$ cat config.mk
export PLATFORM = sky130hd
export DESIGN_NAME = id_ex_reg
export DESIGN_NICKNAME = d
export VERILOG_FILES = /design/src/rtl/id_ex_reg.sv
export SDC_FILE = /design/constraint.sdc
export NUM_CORES = 1
export LEC_CHECK = 0
export BUFFER_PORTS_ARGS = -buffer_cell sky130_fd_sc_hd__buf_4
export CORE_AREA = 3 3 136 138
export DETAILED_ROUTE_END_ITERATION = 8
export DIE_AREA = 0 0 139 141
export PLACE_DENSITY = 0.8
export REMOVE_ABC_BUFFERS = 1
export SYNTH_ARGS = -nofsm -noshare
export SYNTH_HDL_FRONTEND = slang
export SYNTH_SLANG_ARGS = --single-unit
$ cat constraint.sdc
create_clock -name clk -period 7.27 [get_ports clk]
set_input_delay 0.727 -clock clk [delete_from_list [all_inputs] [get_ports clk]]
set_output_delay 0.727 -clock clk [all_outputs]
set_load 0.005 [all_outputs]
$ cat src/rtl/id_ex_reg.sv
// ID/EX pipeline register: latches decoded operands and write-back control
// for EX, with bubble insertion, hold, Tnew countdown and a bubble counter.
module id_ex_reg #(
   parameter int               WIDTH    = 32,
   parameter logic [WIDTH-1:0] RESET_PC = 32'h0000_3000,
   parameter int               CNT_W    = 16
) (
   input  logic             clk,
   input  logic             reset,
   input  logic             en,
   input  logic             clr,
   input  logic [WIDTH-1:0] Instr_D,
   input  logic [WIDTH-1:0] PC8_D,
   input  logic [WIDTH-1:0] RD1_D,
   input  logic [WIDTH-1:0] RD2_D,
   input  logic [WIDTH-1:0] Imm32_D,
   input  logic [4:0]       A3_D,
   input  logic             RegWrite_D,
   input  logic [1:0]       Tnew_D,
   output logic [WIDTH-1:0] Instr_E,
   output logic [WIDTH-1:0] PC8_E,
   output logic [WIDTH-1:0] RD1_E,
   output logic [WIDTH-1:0] RD2_E,
   output logic [WIDTH-1:0] Imm32_E,
   output logic [4:0]       A3_E,
   output logic             RegWrite_E,
   output logic [1:0]       Tnew_E,
   output logic             Valid_E,
   output logic [CNT_W-1:0] BubbleCnt
);

   localparam logic [WIDTH-1:0] PC8_RST = RESET_PC + WIDTH'(8);

   logic       regwrite_nxt;
   logic [1:0] tnew_nxt;

   // $0 is never a real destination; hiding it keeps forwarding quiet
   assign regwrite_nxt = RegWrite_D & (|A3_D);
   assign tnew_nxt     = (Tnew_D == 2'd0) ? 2'd0 : Tnew_D - 2'd1;

   always_ff @(posedge clk or posedge reset) begin
      if (reset) begin
         Instr_E    <= '0;
         PC8_E      <= PC8_RST;
         RD1_E      <= '0;
         RD2_E      <= '0;
         Imm32_E    <= '0;
         A3_E       <= '0;
         RegWrite_E <= 1'b0;
         Tnew_E     <= 2'd0;
         Valid_E    <= 1'b0;
         BubbleCnt  <= '0;
      end else if (clr) begin
         // bubble is sll $0,$0,0; PC kept for trace
         Instr_E    <= '0;
         PC8_E      <= PC8_D;
         RD1_E      <= '0;
         RD2_E      <= '0;
         Imm32_E    <= '0;
         A3_E       <= '0;
         RegWrite_E <= 1'b0;
         Tnew_E     <= 2'd0;
         Valid_E    <= 1'b0;
         BubbleCnt  <= BubbleCnt + CNT_W'(1);
      end else if (en) begin
         Instr_E    <= Instr_D;
         PC8_E      <= PC8_D;
         RD1_E      <= RD1_D;
         RD2_E      <= RD2_D;
         Imm32_E    <= Imm32_D;
         A3_E       <= A3_D;
         RegWrite_E <= regwrite_nxt;
         Tnew_E     <= tnew_nxt;
         Valid_E    <= 1'b1;
      end
   end

endmodule

==> results of run 1 <==
cell type report:
| class | count | share of cell area |
|---|---|---|
| Timing Repair Buffer | 360 | 0.252 |
| Clock inverter | 12 | 0.0128 |
| Inverter | 2 | 0.00116 |
| Tap cell | 225 | 0.0262 |
| Sequential cell | 185 | 0.431 |
| Clock buffer | 20 | 0.0406 |
| Multi-Input combinational cell | 349 | 0.237 |
through the flow:
stage | cells | cell area, um^2 | setup WS (ns)
after floorplan | 536 | 7190 | 1.52
after global placement | 1121 | 10200 | 4.28
after detailed placement | 1121 | 10200 | 4.25
after CTS | 1153 | 10800 | 4.71
after global routing | 1153 | 10800 | 4.51
final | 1153 | 10800 | 4.68
sequential cells by signal (all words and copies together), names as in the netlist:
signal and count:
Imm32_E 32, Instr_E 32, PC8_E 32, RD1_E 32, RD2_E 32, BubbleCnt 16
A3_E 5, Tnew_E 2, RegWrite_E 1, Valid_E 1
layer usage:
layer / vias to the layer above / GRT usage / wire length [um]
met5: - / 0 / 0
met4: 0 / 0.0783 / 545
met3: 38 / 0.0695 / 1760
met2: 261 / 0.332 / 9720
met1: 2681 / 0.233 / 7710
li1: 2601 / - / -
critical path, delay by kind of cell:
kind	cells	cell delay (ns)
buf+inv	2	1.30
xor+xnor	1	0.14
simple gates	3	0.65
placed cells by master (no fill, tap or decap), types with 3 or more instances in the layout:
master,Yosys,routed
xnor2_1,13,13
nand2b_1,3,3
nor2_1,137,137
buf_4,13,359
clkbuf_1,9,3
nand4_1,4,4
clkbuf_16,0,17
nand2_1,5,5
mux2_2,31,31
mux2i_1,133,133
dfstp_2,3,3
dfrtp_1,182,182
inv_6,0,5
a21oi_1,3,3
nand3_1,6,6
report_power, final:
| part | leakage (nW) | switching, W | internal, W |
|---|---|---|---|
| sequential | 2.40 | 0.0000601 | 0.00111 |
| combinational | 3.07 | 0.000157 | 0.000225 |
| clock | 0.276 | 0.000398 | 0.000511 |
| total | 5.74 | 0.000616 | 0.00184 |
worst paths after layout:
check,endpoint,slack (ns),depth (start not counted)
worst min register to register,BubbleCnt[15],0.50,1
worst max register to register,BubbleCnt[10],5.89,4
worst min-delay path,RD2_E[16],0.47,2
worst max-delay path,BubbleCnt[15],4.68,6
max in group asynchronous,Valid_E,5.13,3
min in group clk,BubbleCnt[15],0.50,1
logic make-up after synthesis:
group	after synthesis	share of synthesized area
compound gates	4	0.00305
fa+ha+maj	1	0.00170
mux	166	0.231
flops	185	0.628
simple gates	163	0.0917
xor+xnor	15	0.0178
buf+inv	37	0.0270
==> summary.md, run 1 <==
| Metric | Value |
|---|---|
| Status | `finished, final reports clean` |
| Clock Pin Slew Worst Setup and Hold Paths | `0.07 ns` |
| F_max | `386 MHz` |
| Routed vias | `5581` |
| HP Class | `input port to async pin` |
| Clock latency on the worst-skew pair | `0.42 ns` |
| Seq/Total Area, Yosys | `0.628` |
| RSZ-0062 raised after global routing | `no` |
| Largest area contributor in the netlist | `dfrtp_1` |
| Main synth FF type | `dfrtp_1` |
| Tmin final | `2.59 ns` |
| Crit Path Class | `input port to flop` |
| Largest net degree at the start of global routing | `107` |
| Mean post-synth cell area | `12.9 um^2` |
| Number of port buffers | `356` |
| YS warnings | `0` |
| H-tree levels | `4` |
| Critical Path Source | `clr` |
| Crit-path max cell delay | `0.81 ns` |
| Via density | `4.84` |
| Number of max-cap violations | `0` |
| Most frequent cell after synthesis | `dfrtp_1` |
| Resized cells post-CTS | `0` |
| Most frequent cells after synthesis | `dfrtp_1 (182), nor2_1 (137), mux2i_1 (133), mux2_2 (31)` |
| WL/cell | `17.1 um` |
| CTS Buf Count | `17` |
| Setup repair bufs after CTS | `0` |
| Slew @ Worst Pin | `1.04 ns` |
| Worst setup SP type | `input port` |
| Slowest CP cell | `buf_4` |
| Worst r2r src | `BubbleCnt[2]` |
| Arr. time, crit path | `2.90 ns` |
| Initial Util | `0.427` |
| Syn Std Cell Area | `0.00738 mm^2` |
| Mapped Cells | `571` |
| Peak VDD IR | `0.000155 V` |
| Vias in the first global route | `5867` |
| Post-CTS Hold Buffers | `0` |
| Multi-input gate area | `0.00255 mm^2` |
| First-pass GRT wire length | `31000 um` |
| Die width | `139 um` |
| Slew Viols, Final | `0` |
| Cell repeated most along the worst path | `buf_4` |
| Gr usage total | `0.197` |
| Tot Pwr | `0.00246 W` |
| CTS tree | `built` |
| Layout Utilization | `0.622` |
| HPWL after DPL | `14400 um` |
| Clock Sinks | `185` |
| Distinct cells, synth | `27` |
| Die area | `0.0196 mm^2` |
| Worst Skew | `0.00883 ns` |
| Root Driver | `clkbuf_16` |
| Post-synth EDFFs | `0` |
| Post-synth top area share | `0.617` |
| Final setup viols | `0` |
| #FFs+latches synth | `185` |
| ANT nets after route | `0` |
| First-pass DRT Iterations | `4` |
| Initial drt markers | `333` |
| Worst hold slack | `0.474 ns` |
| Final WL | `19700 um` |
| Worst slew margin | `0.306` |
| GPL Wtd Cong | `0.784` |
| Nets@finish | `1088` |
| Register area | `0.00463 mm^2` |
| Num ports | `357` |
| Fin. Hold Viols | `0` |
| Share of cells above drive strength 1 | `0.462` |
| GR Overflow Total | `0` |
| Final period util | `0.357` |
| Static leakage | `5.74 nW` |
| PwrDens | `229 mW/mm^2` |
| Setup TNS | `0 ns` |
| Row count | `48` |
| Synth area leaders | `dfrtp_1 (62%), mux2i_1 (18%), nor2_1 (7.0%)` |
| Crit end category | `flop` |
| Residual DRC | `0` |
| # diodes | `0` |
| Core area | `0.0173 mm^2` |
| # fillers | `1408` |
| Worst-path fanout max | `87` |
| Async SR Flop Fraction | `1.00` |
| Max clock buf depth | `2` |
| Cell chain of the critical path | `buf_4 -> buf_4 -> and3_1 -> and3_2 -> nand4_1 -> xnor2_1` |
| Layout Area Growth over Synthesis | `45.8%` |
| CP required | `7.58 ns` |
| Chip height | `141 um` |
| Initial antenna violation count | `0` |
Note: power is estimated with default switching activity, not from simulation.
==> inputs of run 2 (changes only) <==
Clock period 7.27 ns to 2.4 ns, I/O delays scaled along.
==> summary.md, run 2 (synthesis gave the netlist of run 1 again) <==
| Metric | Value |
|---|---|
| Crit Path Class | `flop to flop` |
| Final period util | `0.573` |
| Routed vias | `5652 (+1.3%)` |
| ANT nets after route | `0 (unchanged)` |
| Clock latency on the worst-skew pair | `0.42 ns (about the same)` |
| Row count | `48 (unchanged)` |
| WL/cell | `17.6 um (+2.7%)` |
| Chip height | `141 um (unchanged)` |
| H-tree levels | `4 (unchanged)` |
| First-pass GRT wire length | `31900 um (+3.0%)` |
| CP required | `2.71 ns (-4.87 ns)` |
| Worst setup SP type | `flop` |
| Via density | `4.88 (+0.75%)` |
| Commonest non-fill, non-tap cells in the layout | `buf_4 (360), dfrtp_1 (182), nor2_1 (137)` |
| Num ports | `357 (unchanged)` |
| Nets@finish | `1094 (+0.55%)` |
| Clock Sinks | `185 (unchanged)` |
| Critical Path Source | `BubbleCnt[2]` |
| Layout Area Growth over Synthesis | `47.1%` |
| HPWL after DPL | `15000 um (+4.5%)` |
| Fin worst setup slack | `1.03 ns (-3.65 ns)` |
| Most common cell after layout, fill and taps aside | `buf_4` |
| Setup TNS | `0 ns (unchanged)` |
| Vias in the first global route | `6044 (+3.0%)` |
| GPL Wtd Cong | `0.806 (+2.8%)` |
| PwrDens | `691 mW/mm^2 (+200%)` |
| Slew Viols, Final | `0 (unchanged)` |
| CTS tree | `built` |
| Die area | `0.0196 mm^2 (unchanged)` |
| RSZ-0062 raised after global routing | `no` |
| F_max | `728 MHz` |
| Layout Utilization | `0.628 (+0.00586)` |
| Fin. Hold Viols | `0 (unchanged)` |
| Tmin final | `1.37 ns` |
| Cell repeated most along the worst path | `and4_4` |
| Reg2Reg Depth | `4 (unchanged)` |
| Cell chain of the critical path | `and4_4 -> and4_4 -> nand4_2 -> xnor2_1` |
| Core area | `0.0173 mm^2 (unchanged)` |
| Crit-path max cell delay | `0.47 ns (-0.34 ns)` |
| Number of max-cap violations | `0 (unchanged)` |
| First-pass DRT Iterations | `4 (unchanged)` |
| CTS Buf Count | `17 (unchanged)` |
| R2r setup slk | `1.03 ns (-4.86 ns)` |
| Max clock buf depth | `2 (unchanged)` |
| Initial drt markers | `269 (-19%)` |
| Status | `finished, final reports clean` |
| Residual DRC | `0 (unchanged)` |
| Gr usage total | `0.203 (+0.00618)` |
| CP endpoint | `BubbleCnt[10]` |
| Final WL | `20400 um (+3.2%)` |
| Resized cells post-CTS | `0 (unchanged)` |
| Die width | `139 um (unchanged)` |
| GR Overflow Total | `0 (unchanged)` |
| # diodes | `0 (unchanged)` |
| Slowest CP cell | `dfrtp_1` |
| Final setup viols | `0 (unchanged)` |
| Slew @ Worst Pin | `0.705 ns (-0.337 ns)` |
| Initial antenna violation count | `0 (unchanged)` |
| Worst r2r src | `BubbleCnt[2]` |
| Static leakage | `5.79 nW (+0.79%)` |
| Worst reg2reg path endpoint | `BubbleCnt[10]` |
| Number of port buffers | `356 (unchanged)` |
| Root Driver | `clkbuf_16` |
| Largest net degree at the start of global routing | `88 (-18%)` |
| Worst hold slack | `0.0523 ns (-0.422 ns)` |
| Peak VDD IR | `0.000430 V (+180%)` |
| Pre-CTS setup slack | `0.950 ns (-3.30 ns)` |
| Worst slew margin | `0.530 (+0.225)` |
| Arr. time, crit path | `1.68 ns (-1.22 ns)` |
| Worst-path fanout max | `6 (-93%)` |
| Worst Skew | `0.0115 ns (+0.00272 ns)` |
| Share of cells above drive strength 1 | `0.466 (+0.00345)` |
| HP Class | `input port to flop` |
| Clock Pin Slew Worst Setup and Hold Paths | `0.08 ns (about the same)` |
| Crit end category | `flop` |
| # fillers | `1352 (-4.0%)` |
| Initial Util | `0.427 (unchanged)` |
[run 2: cell count changes in the layout (fill, tap and decap cells not counted)]
cell	previous run	this run
buf_12	0	4
buf_4	359	360
dlygate4sd3_1	0	1
clkbuf_1	3	2
clkinvlp_4	2	3
[run 2: worst min-delay path by stage]
| stage | startpoint | to | slack [ns] | cells past startpoint |
|---|---|---|---|---|
| final | PC8_D[6] | PC8_E[6] | 0.05 | 2 |
| after global routing | PC8_D[6] | PC8_E[6] | 0.03 | 2 |
| after CTS | PC8_D[6] | PC8_E[6] | 0.03 | 2 |
| after detailed placement | reset | RD1_E[15] | 0.16 | 2 |
| after global placement | reset | PC8_E[19] | 0.16 | 2 |
| after floorplan | clr | RegWrite_E | 0.30 | 1 |
[run 2: where the power goes]
group / internal [W] / leakage (nW) / switching (W) / total (W)
sequential: 0.00335 / 2.40 / 0.000178 / 0.00353
clock: 0.00155 / 0.275 / 0.00124 / 0.00279
combinational: 0.000695 / 3.12 / 0.000492 / 0.00119
[run 2: layout make-up]
type | instances | area, um^2 | share of cell area
Clock buffer | 19 | 433 | 0.0399
Clock inverter | 13 | 145 | 0.0134
Inverter | 2 | 12.5 | 0.00115
Multi-Input combinational cell | 349 | 2550 | 0.235
Sequential cell | 185 | 4630 | 0.427
Tap cell | 225 | 282 | 0.0259
Timing Repair Buffer | 366 | 2800 | 0.258
[run 2: metal layers]
layer / vias to the layer above / global-route usage / wire length, um
met5: - / 0 / 0
met4: 0 / 0.0778 / 642
met3: 42 / 0.0760 / 1740
met2: 256 / 0.344 / 10400
met1: 2737 / 0.237 / 7630
li1: 2617 / - / -
[run 2: per-stage QoR]
step	area (um^2)	cells	total power (W)
floorplan	7190	536	0.00396
global placement	10300	1126	0.00474
detailed placement	10300	1126	0.00478
CTS	10900	1159	0.00758
global route	10900	1159	0.00783
finish	10900	1159	0.00750
[run 2: repair_timing]
| item | CTS | global route |
|---|---|---|
| setup buffers | 0 | 0 |
| hold buffers | 1 | 0 |
| endpoints found under the hold margin | 11 | 0 |
[run 2: critical path, delay by kind of cell, from the launching register on]
kind                      cells  cell delay (ns)
and+or+nand+nor               3             0.65
xor gates and xnor gates      1             0.14
DFF                           1             0.47
